==> config.mk <==
export PLATFORM = sky130hd
export DESIGN_NAME = gate_exerciser
export DESIGN_NICKNAME = d
export VERILOG_FILES = /design/src/rtl/gate_test_pkg.sv /design/src/rtl/hold_timer.sv /design/src/rtl/gate_exerciser.sv
export SDC_FILE = /design/constraint.sdc
export NUM_CORES = 1
export LEC_CHECK = 0
export ABC_CLOCK_PERIOD_IN_PS = 1750
export CORE_UTILIZATION = 40
export CTS_BUF_LIST = sky130_fd_sc_hd__clkbuf_16
export CTS_CLUSTER_SIZE = 28
export DETAILED_ROUTE_END_ITERATION = 6
export DONT_BUFFER_PORTS = 1
export MAX_ROUTING_LAYER = met4
export SLEW_MARGIN = 20
export SYNTH_ARGS = -nofsm -noshare
export SYNTH_HDL_FRONTEND = slang
export SYNTH_SLANG_ARGS = --single-unit
==> constraint.sdc <==
create_clock -name clk -period 1.75 [get_ports clk]
set_input_delay 0.2625 -clock clk [delete_from_list [all_inputs] [get_ports clk]]
set_output_delay 0.2625 -clock clk [all_outputs]
set_load 0.01 [all_outputs]
==> src/rtl/gate_test_pkg.sv <==
// gate_test_pkg: shared states, vector count and truth tables for gate exercising.
package gate_test_pkg;
  typedef enum logic [1:0] {IDLE, DRIVE, DONE} state_t;
  localparam int NUM_VECTORS = 4;
  localparam logic [3:0] TT_AND = 4'b1000;
  localparam logic [3:0] TT_OR = 4'b1110;
  localparam logic [3:0] TT_XOR = 4'b0110;
  localparam logic [3:0] TT_NAND = 4'b0111;
endpackage

==> src/rtl/hold_timer.sv <==
// hold_timer: wrapping hold counter with clear; tc flags the last cycle of a hold.
module hold_timer #(
  parameter int HOLD_CYCLES = 4
) (
  input  logic clk,
  input  logic rst,
  input  logic clear,
  input  logic en,
  output logic tc
);
  localparam int W = $clog2(HOLD_CYCLES);
  logic [W-1:0] cnt;
  assign tc = cnt == W'(HOLD_CYCLES - 1);
  always_ff @(posedge clk) begin
    if (rst || clear) cnt <= '0;
    else if (en) cnt <= tc ? '0 : cnt + W'(1);
  end
endmodule

==> src/rtl/gate_exerciser.sv <==
// gate_exerciser: drives all {A,B} vectors into a 2-input gate and checks Y against a truth table.
module gate_exerciser
  import gate_test_pkg::*;
#(
  parameter int HOLD_CYCLES = 4,
  parameter logic [3:0] EXPECT = TT_AND
) (
  input  logic       clk,
  input  logic       rst,
  input  logic       start,
  output logic       a_out,
  output logic       b_out,
  input  logic       y_in,
  output logic       busy,
  output logic       done,
  output logic       pass,
  output logic [3:0] fail_mask,
  output logic [2:0] err_count
);
  state_t state, next_state;
  logic [1:0] idx;
  logic tc, miss, last;
  assign miss = y_in != EXPECT[idx];
  assign last = idx == 2'(NUM_VECTORS - 1);
  hold_timer #(.HOLD_CYCLES(HOLD_CYCLES)) timer (
    .clk(clk),
    .rst(rst),
    .clear(state != DRIVE),
    .en(state == DRIVE),
    .tc(tc)
  );
  always_ff @(posedge clk) begin
    state <= rst ? IDLE : next_state;
  end
  always_comb begin
    next_state = state == IDLE ? (start ? DRIVE : IDLE)
               : state == DRIVE ? (tc && last ? DONE : DRIVE)
               : IDLE;
    busy = state == DRIVE;
    done = state == DONE;
    {a_out, b_out} = busy ? idx : 2'b00;
  end
  // y_in is only sampled on the final cycle of each hold, giving the gate time to settle
  always_ff @(posedge clk) begin
    if (rst || (state == IDLE && start)) begin
      idx <= '0;
      pass <= 1'b0;
      fail_mask <= '0;
      err_count <= '0;
    end else if (state == DRIVE && tc) begin
      idx <= idx + 2'd1;
      if (miss) begin
        fail_mask[idx] <= 1'b1;
        err_count <= err_count + 3'd1;
      end
      if (last) pass <= err_count == 3'd0 && !miss;
    end
  end
endmodule

Word-level counts from Yosys, hierarchy flattened
Cells that the tools add are included.
{"block": "classes", "n_eq_ne": 6, "n_addsub": 3, "n_reduce_logical": 12, "muxes": 10, "bitwise": 1, "order_cmp": 2}
{"cell": "$mux 2", "n": 5}
{"cell": "$eq 2x2->1 const B", "n": 3}
{"cell": "$logic_and 1x1->1", "n": 5}
{"cell": "$add 2x1->2 const B", "n": 2}
{"cell": "$or 4x4->4", "n": 1}
{"cell": "$reduce_and 2->1", "n": 2}
{"cell": "$add 3x1->3 const B", "n": 1}
{"cell": "$logic_not 3->1", "n": 1}
{"cell": "$lt 2x3->1 const B", "n": 1}
{"cell": "$mux 1", "n": 3}
{"cell": "$bmux 1 s2", "n": 1}
{"cell": "$demux 1 s2", "n": 1}
{"cell": "$eq 2x1->1 const B", "n": 1}
{"cell": "$ge 2x1->1 const B", "n": 1}
{"cell": "$logic_not 2->1", "n": 1}
{"cell": "$logic_or 1x1->1", "n": 2}
{"cell": "$ne 2x1->1 const B", "n": 1}
{"cell": "$logic_not 1->1", "n": 1}
{"cell": "$ne 1x1->1", "n": 1}
{"block": "totals", "regBits": 14}

Longest topological paths before layout
Gate-level depths: netlist of the first run.
{"block": "logic_depth", "word_depth": 5, "mapped_depth": 5}

By module
From an unflattened synthesis of the first run, not the netlist that was laid out.
{"block": "unflattened", "cells_unflattened": 75, "hier_area_um2": 681.9}
{"mod": "gate_exerciser", "area_per_inst_um2": 586.8, "seq_area_each_um2": 240.2, "n_inst": 1, "cells_per_inst": 67}
{"mod": "hold_timer", "area_per_inst_um2": 95.1, "seq_area_each_um2": 40.0, "n_inst": 1, "cells_per_inst": 8}

Least setup slack after synthesis of the first run
No wires, ideal clock.
{"block": "synth_path", "path_type": "register to register", "from": "register idx[0]", "to": "register pass", "n_path_buf": 0, "required_ps": 1679, "path_stages_with_launch": 5, "slack_ps": 401, "setup_time_ps": 71, "arrival_ps": 1278, "cell_sequence": "dfxtp_1 -> ha_1 -> nand2_1 -> or4_1 -> a21oi_1"}
{"block": "synth_between", "elab_chain_len": 5}
{"item": "from (decl)", "line": "gate_exerciser.sv:21", "text": "logic [1:0] idx;"}
{"item": "from (signal assigned)", "line": "gate_exerciser.sv:51", "text": "idx <= idx + 2'd1;"}
{"item": "$bmux 1 s2", "line": "gate_exerciser.sv:23", "text": "assign miss = y_in != EXPECT[idx];"}
{"item": "$mux 1 (not written as such)", "line": "gate_exerciser.sv:23"}
{"item": "$ne 1x1->1", "line": "gate_exerciser.sv:23"}
{"item": "$logic_not 1->1", "line": "gate_exerciser.sv:56", "text": "if (last) pass <= err_count == 3'd0 && !miss;"}
{"item": "$logic_and 1x1->1", "line": "gate_exerciser.sv:56"}
{"item": "to (signal assigned)", "line": "gate_exerciser.sv:56"}
{"item": "to (decl)", "line": "gate_exerciser.sv:16", "text": "output logic pass,"}
Parallel ways exist; a longest one is shown, timed or not. The select of a mux whose other input is x is not followed.
A chain may end at the register's enable or synchronous reset.

Final worst setup path of the first run
{"block": "layout_path", "from": "register idx[0]", "to": "register err_count[2]"}
{"block": "layout_between", "elab_chain_len": 4}
{"item": "$bmux 1 s2", "line": "gate_exerciser.sv:23"}
{"item": "$mux 1 (not written as such)", "line": "gate_exerciser.sv:23"}
{"item": "$ne 1x1->1", "line": "gate_exerciser.sv:23"}
{"item": "$reduce_and 2->1 (no source line)"}
{"item": "to (signal assigned)", "line": "gate_exerciser.sv:54", "text": "err_count <= err_count + 3'd1;"}
{"item": "to (decl)", "line": "gate_exerciser.sv:18", "text": "output logic [2:0] err_count"}
No other way between the ends. The select of a mux whose other input is x is not followed.

==> flow_metrics.py, run 1 <==
metrics = {
    "run_status": {
        "status": "finished clean",
    },
    "cts": {
        "numCtsBuffers": 3,
        "cts_hold_buffers": 0,
        "clock_tree.root_cell": "sky130_fd_sc_hd__clkbuf_16",
        "post_cts_setup_repair_buffer_count": 0,
        "htree_num_levels": 1,
        "clock-sinks": 14,
        "clock_tree_from_tritoncts": "built",
        "cts.path.max_buffers": 2,
        "cts.clk_slew.worst_paths_ps": 50,
        "cts-resized-gates": 0,
        "clk-insertion-delay-late_ps": 240,
    },
    "sta": {
        "highest_clock_frequency_the_design_can_meet_mhz": 658,
        "period_share_pct": 86.8,
        "finalHoldViolCount": 0,
        "totalNegativeSetupSlack_ps": 0,
        "min_period_ps": 1520,
        "post_route_skew_ps": 2.95,
        "setup_viol": 0,
        "fin_worst_hold_slack_ps": 90.5,
        "worst-slew-pin-transition_ps": 519,
        "max_slew_margin_pct": 65.3,
        "rsz_0062_raised_after_global_routing": "no",
        "slew_viol_final": 0,
        "worst_slack_ps": 231,
    },
    "power": {
        "total_power_after_layout_mw": 0.776,
        "switching_share_pct": 18.4,
        "internal_power_consumption_mw": 0.633,
        "combPwrFrac_pct": 2.9,
        "power.ir.vdd_worst_v": 0.000743,
        "switchingPower_mw": 0.143,
        "power_density_nw_per_um2": 1040,
        "share_seq_of_total_power_pct": 42.1,
        "clock_network_fraction_of_design_power_pct": 55.0,
        "static-leakage-power_nw": 0.288,
    },
    "critical_path": {
        "path_delay_family": "XOR/XNOR gates",
        "setup_crit_start_kind": "flip-flop",
        "critical_path_arrival_ps": 1630,
        "critical_path.slowest_cell": "sky130_fd_sc_hd__xor2_1",
        "crit_path_end_kind": "flip-flop",
        "cp.required_ps": 1860,
        "critical_path_buf_inv_count": 0,
        "path_cells": "ha_1, xor2_1, a31o_2, a21oi_1",
        "crit_type": "flip-flop to flip-flop",
        "worst_path_largest_cell_delay_ps": 460,
        "critical_path_peak_fanout": 7,
    },
    "die": {
        "starting_utilization_of_the_core_area_pct": 43.3,
        "rows": 14,
        "fp.dieH_um": 42.6,
        "design.die.area_um2": 1820,
        "design.portCount": 16,
        "die_w_um": 42.6,
        "core_region_area_um2": 1520,
    },
    "final_layout": {
        "nNetsFinal": 87,
        "antennaDiodeCount": 0,
        "final_util_pct": 49.0,
        "final_design_area_no_fill_um2": 747,
        "final_cells": 91,
        "post_route_cells_drive_above_1_share_pct": 10.7,
        "area.growth.synth_to_final_pct": 13.1,
        "final.fill_count": 144,
    },
    "global_routing": {
        "grt.overflow.total": 0,
        "grt_max_degree": 11,
        "antenna_found_initial": 0,
        "grt_pass1_wl_um": 2150,
        "number_of_global_route_vias_before_repair": 482,
        "global_route.usage.total_pct": 16.6,
    },
    "yosys": {
        "post_synth_xor_area_fraction_pct": 3.98,
        "ys.warnings.count": 0,
        "synth-simple-area-share_pct": 19.7,
        "postSynthRegisterBits": 14,
        "synth_fp_nets": 84,
        "synth-seq-area-share_pct": 42.4,
        "synth_compound_area_share_pct": 12.1,
        "postSynthAreaPerCell_um2": 9.05,
        "synth_top_family_by_area": "simple AND/OR/NAND/NOR gates",
        "unique_cell_type_count_in_the_yosys_netlist": 27,
        "syn_inst": 73,
        "yosys.area_share.adder_pct": 13.3,
        "post_synth_mux_area_share_pct": 1.52,
        "syn_area_um2": 661,
    },
    "placement": {
        "place.gp.congestion": 0.730,
        "placement.cell_area_um2": 668,
        "port-buffer-count": 0,
        "post-dp-hpwl_um": 839,
        "dpl_worst_slack_ps": 238,
        "dp.cells": 87,
    },
    "detailed_routing": {
        "detail_route.drc_violations": 0,
        "post_detailed_route_wirelength_per_cell_um": 12.7,
        "final_antenna_net_count": 0,
        "routed_wl_um": 1160,
        "drt_pass1_iterations": 4,
        "first_iter_violations": 18,
        "detailroute.via_count": 495,
        "route.detailed.vias_per_inst": 5.44,
    },
    "job": {
        "max-cap-violations": 0,
    },
    "hold_path": {
        "min_path_type": "input pin to flip-flop",
    },
}
[worst register-to-register path, stage by stage (launching register included)]
cell,delay [ps]
sky130_fd_sc_hd__dfxtp_1,390
sky130_fd_sc_hd__ha_1,260
sky130_fd_sc_hd__xor2_1,460
sky130_fd_sc_hd__a31o_2,220
sky130_fd_sc_hd__a21oi_1,60
[final cells by class]
class / instances / area [µm²] / share of cell area, %
multi-input cells: 49 / 334 / 44.7
flip-flops and latches: 14 / 280 / 37.5
well taps: 16 / 20.0 / 2.68
repair buffers: 1 / 7.51 / 1.01
clock buffers: 3 / 75.1 / 10.1
clock inverters: 1 / 3.75 / 0.503
inverters: 7 / 26.3 / 3.52
[power groups by stage]
stage | combinational (mW) | sequential (mW) | clock [mW]
floorplan | 0.0207 | 0.332 | 0
global placement | 0.0230 | 0.332 | 0
detailed placement | 0.0231 | 0.333 | 0
CTS | 0.0231 | 0.326 | 0.443
global route | 0.0266 | 0.327 | 0.455
finish | 0.0227 | 0.327 | 0.427
[cells in the mapped netlist, drive strengths merged]
| master | number | share of area [%] |
|---|---|---|
| a21o | 1 | 1.1 |
| a21oi | 5 | 3.8 |
| a31o | 1 | 1.3 |
| a31oi | 3 | 2.8 |
| and2b | 1 | 1.3 |
| and3b | 1 | 1.5 |
| buf | 2 | 2.5 |
| clkbuf | 1 | 0.57 |
| dfxtp | 14 | 42 |
| ha | 7 | 13 |
| inv | 7 | 4.0 |
| mux2i | 1 | 1.5 |
| nand2 | 2 | 1.1 |
| nand2b | 1 | 0.95 |
| nand3 | 3 | 2.3 |
| nand3b | 1 | 1.1 |
| nand4 | 1 | 0.95 |
| nor2 | 8 | 4.5 |
| nor3 | 2 | 1.5 |
| nor3b | 1 | 1.1 |
| nor4 | 1 | 0.95 |
| o21ai | 4 | 3.0 |
| or3 | 1 | 1.1 |
| or4 | 1 | 1.1 |
| xnor2 | 2 | 2.7 |
| xor2 | 1 | 1.3 |
[placed cells by master, fill, tap and decap left out, types with 3 or more instances in the layout]
master                       n
sky130_fd_sc_hd__dfxtp_1    14
sky130_fd_sc_hd__nor2_1      8
sky130_fd_sc_hd__inv_1       7
sky130_fd_sc_hd__ha_1        7
sky130_fd_sc_hd__a21oi_1     5
sky130_fd_sc_hd__o21ai_0     4
sky130_fd_sc_hd__nand3_1     3
sky130_fd_sc_hd__a31oi_1     3
sky130_fd_sc_hd__clkbuf_16   3
[worst paths after layout]
path                 from           end  slack, ps  cells after the start
max                idx[0]  err_count[2]        230                      4
min                   rst      state[0]         90                      1
min reg2reg  timer.cnt[0]  timer.cnt[0]        430                      1
max reg2reg        idx[0]  err_count[2]        230                      4
[registers in the layout, summed over array words and instances, names as in the netlist]
name and count:
timer.cnt 2, fail_mask 4, err_count 3, pass 1, state 2, idx 2
[layer usage]
metal	wire length, µm	GRT usage (%)	up-vias
li1	-	-	256
met5	0	-	-
met3	84	9.05	4
met1	560	18.7	218
met4	19	7.50	0
met2	494	23.9	17
[kinds of logic after synthesis]
| group | after synthesis |
|---|---|
| fa+ha+maj | 7 |
| compound gates | 14 |
| simple gates | 24 |
| xor+xnor | 3 |
| mux | 1 |
| flops | 14 |
| buf+inv | 10 |
Power figures use the tool's default switching activity.
==> run 2: changes to the inputs <==
--- a/config.mk
+++ b/config.mk
@@ -12,7 +12,7 @@
 export DETAILED_ROUTE_END_ITERATION = 6
 export DONT_BUFFER_PORTS = 1
 export MAX_ROUTING_LAYER = met4
-export SLEW_MARGIN = 20
+export SKIP_CTS_REPAIR_TIMING = 1
 export SYNTH_ARGS = -nofsm -noshare
 export SYNTH_HDL_FRONTEND = slang
 export SYNTH_SLANG_ARGS = --single-unit
==> results of run 2 <==
Final layout, timing and power as in run 1 (identical DEF).
==> run 3: changes to the inputs <==
--- a/config.mk
+++ b/config.mk
@@ -16,3 +16,4 @@
 export SYNTH_ARGS = -nofsm -noshare
 export SYNTH_HDL_FRONTEND = slang
 export SYNTH_SLANG_ARGS = --single-unit
+export TNS_END_PERCENT = 30
==> results of run 3 <==
Final layout, timing and power as in run 1 (identical DEF).
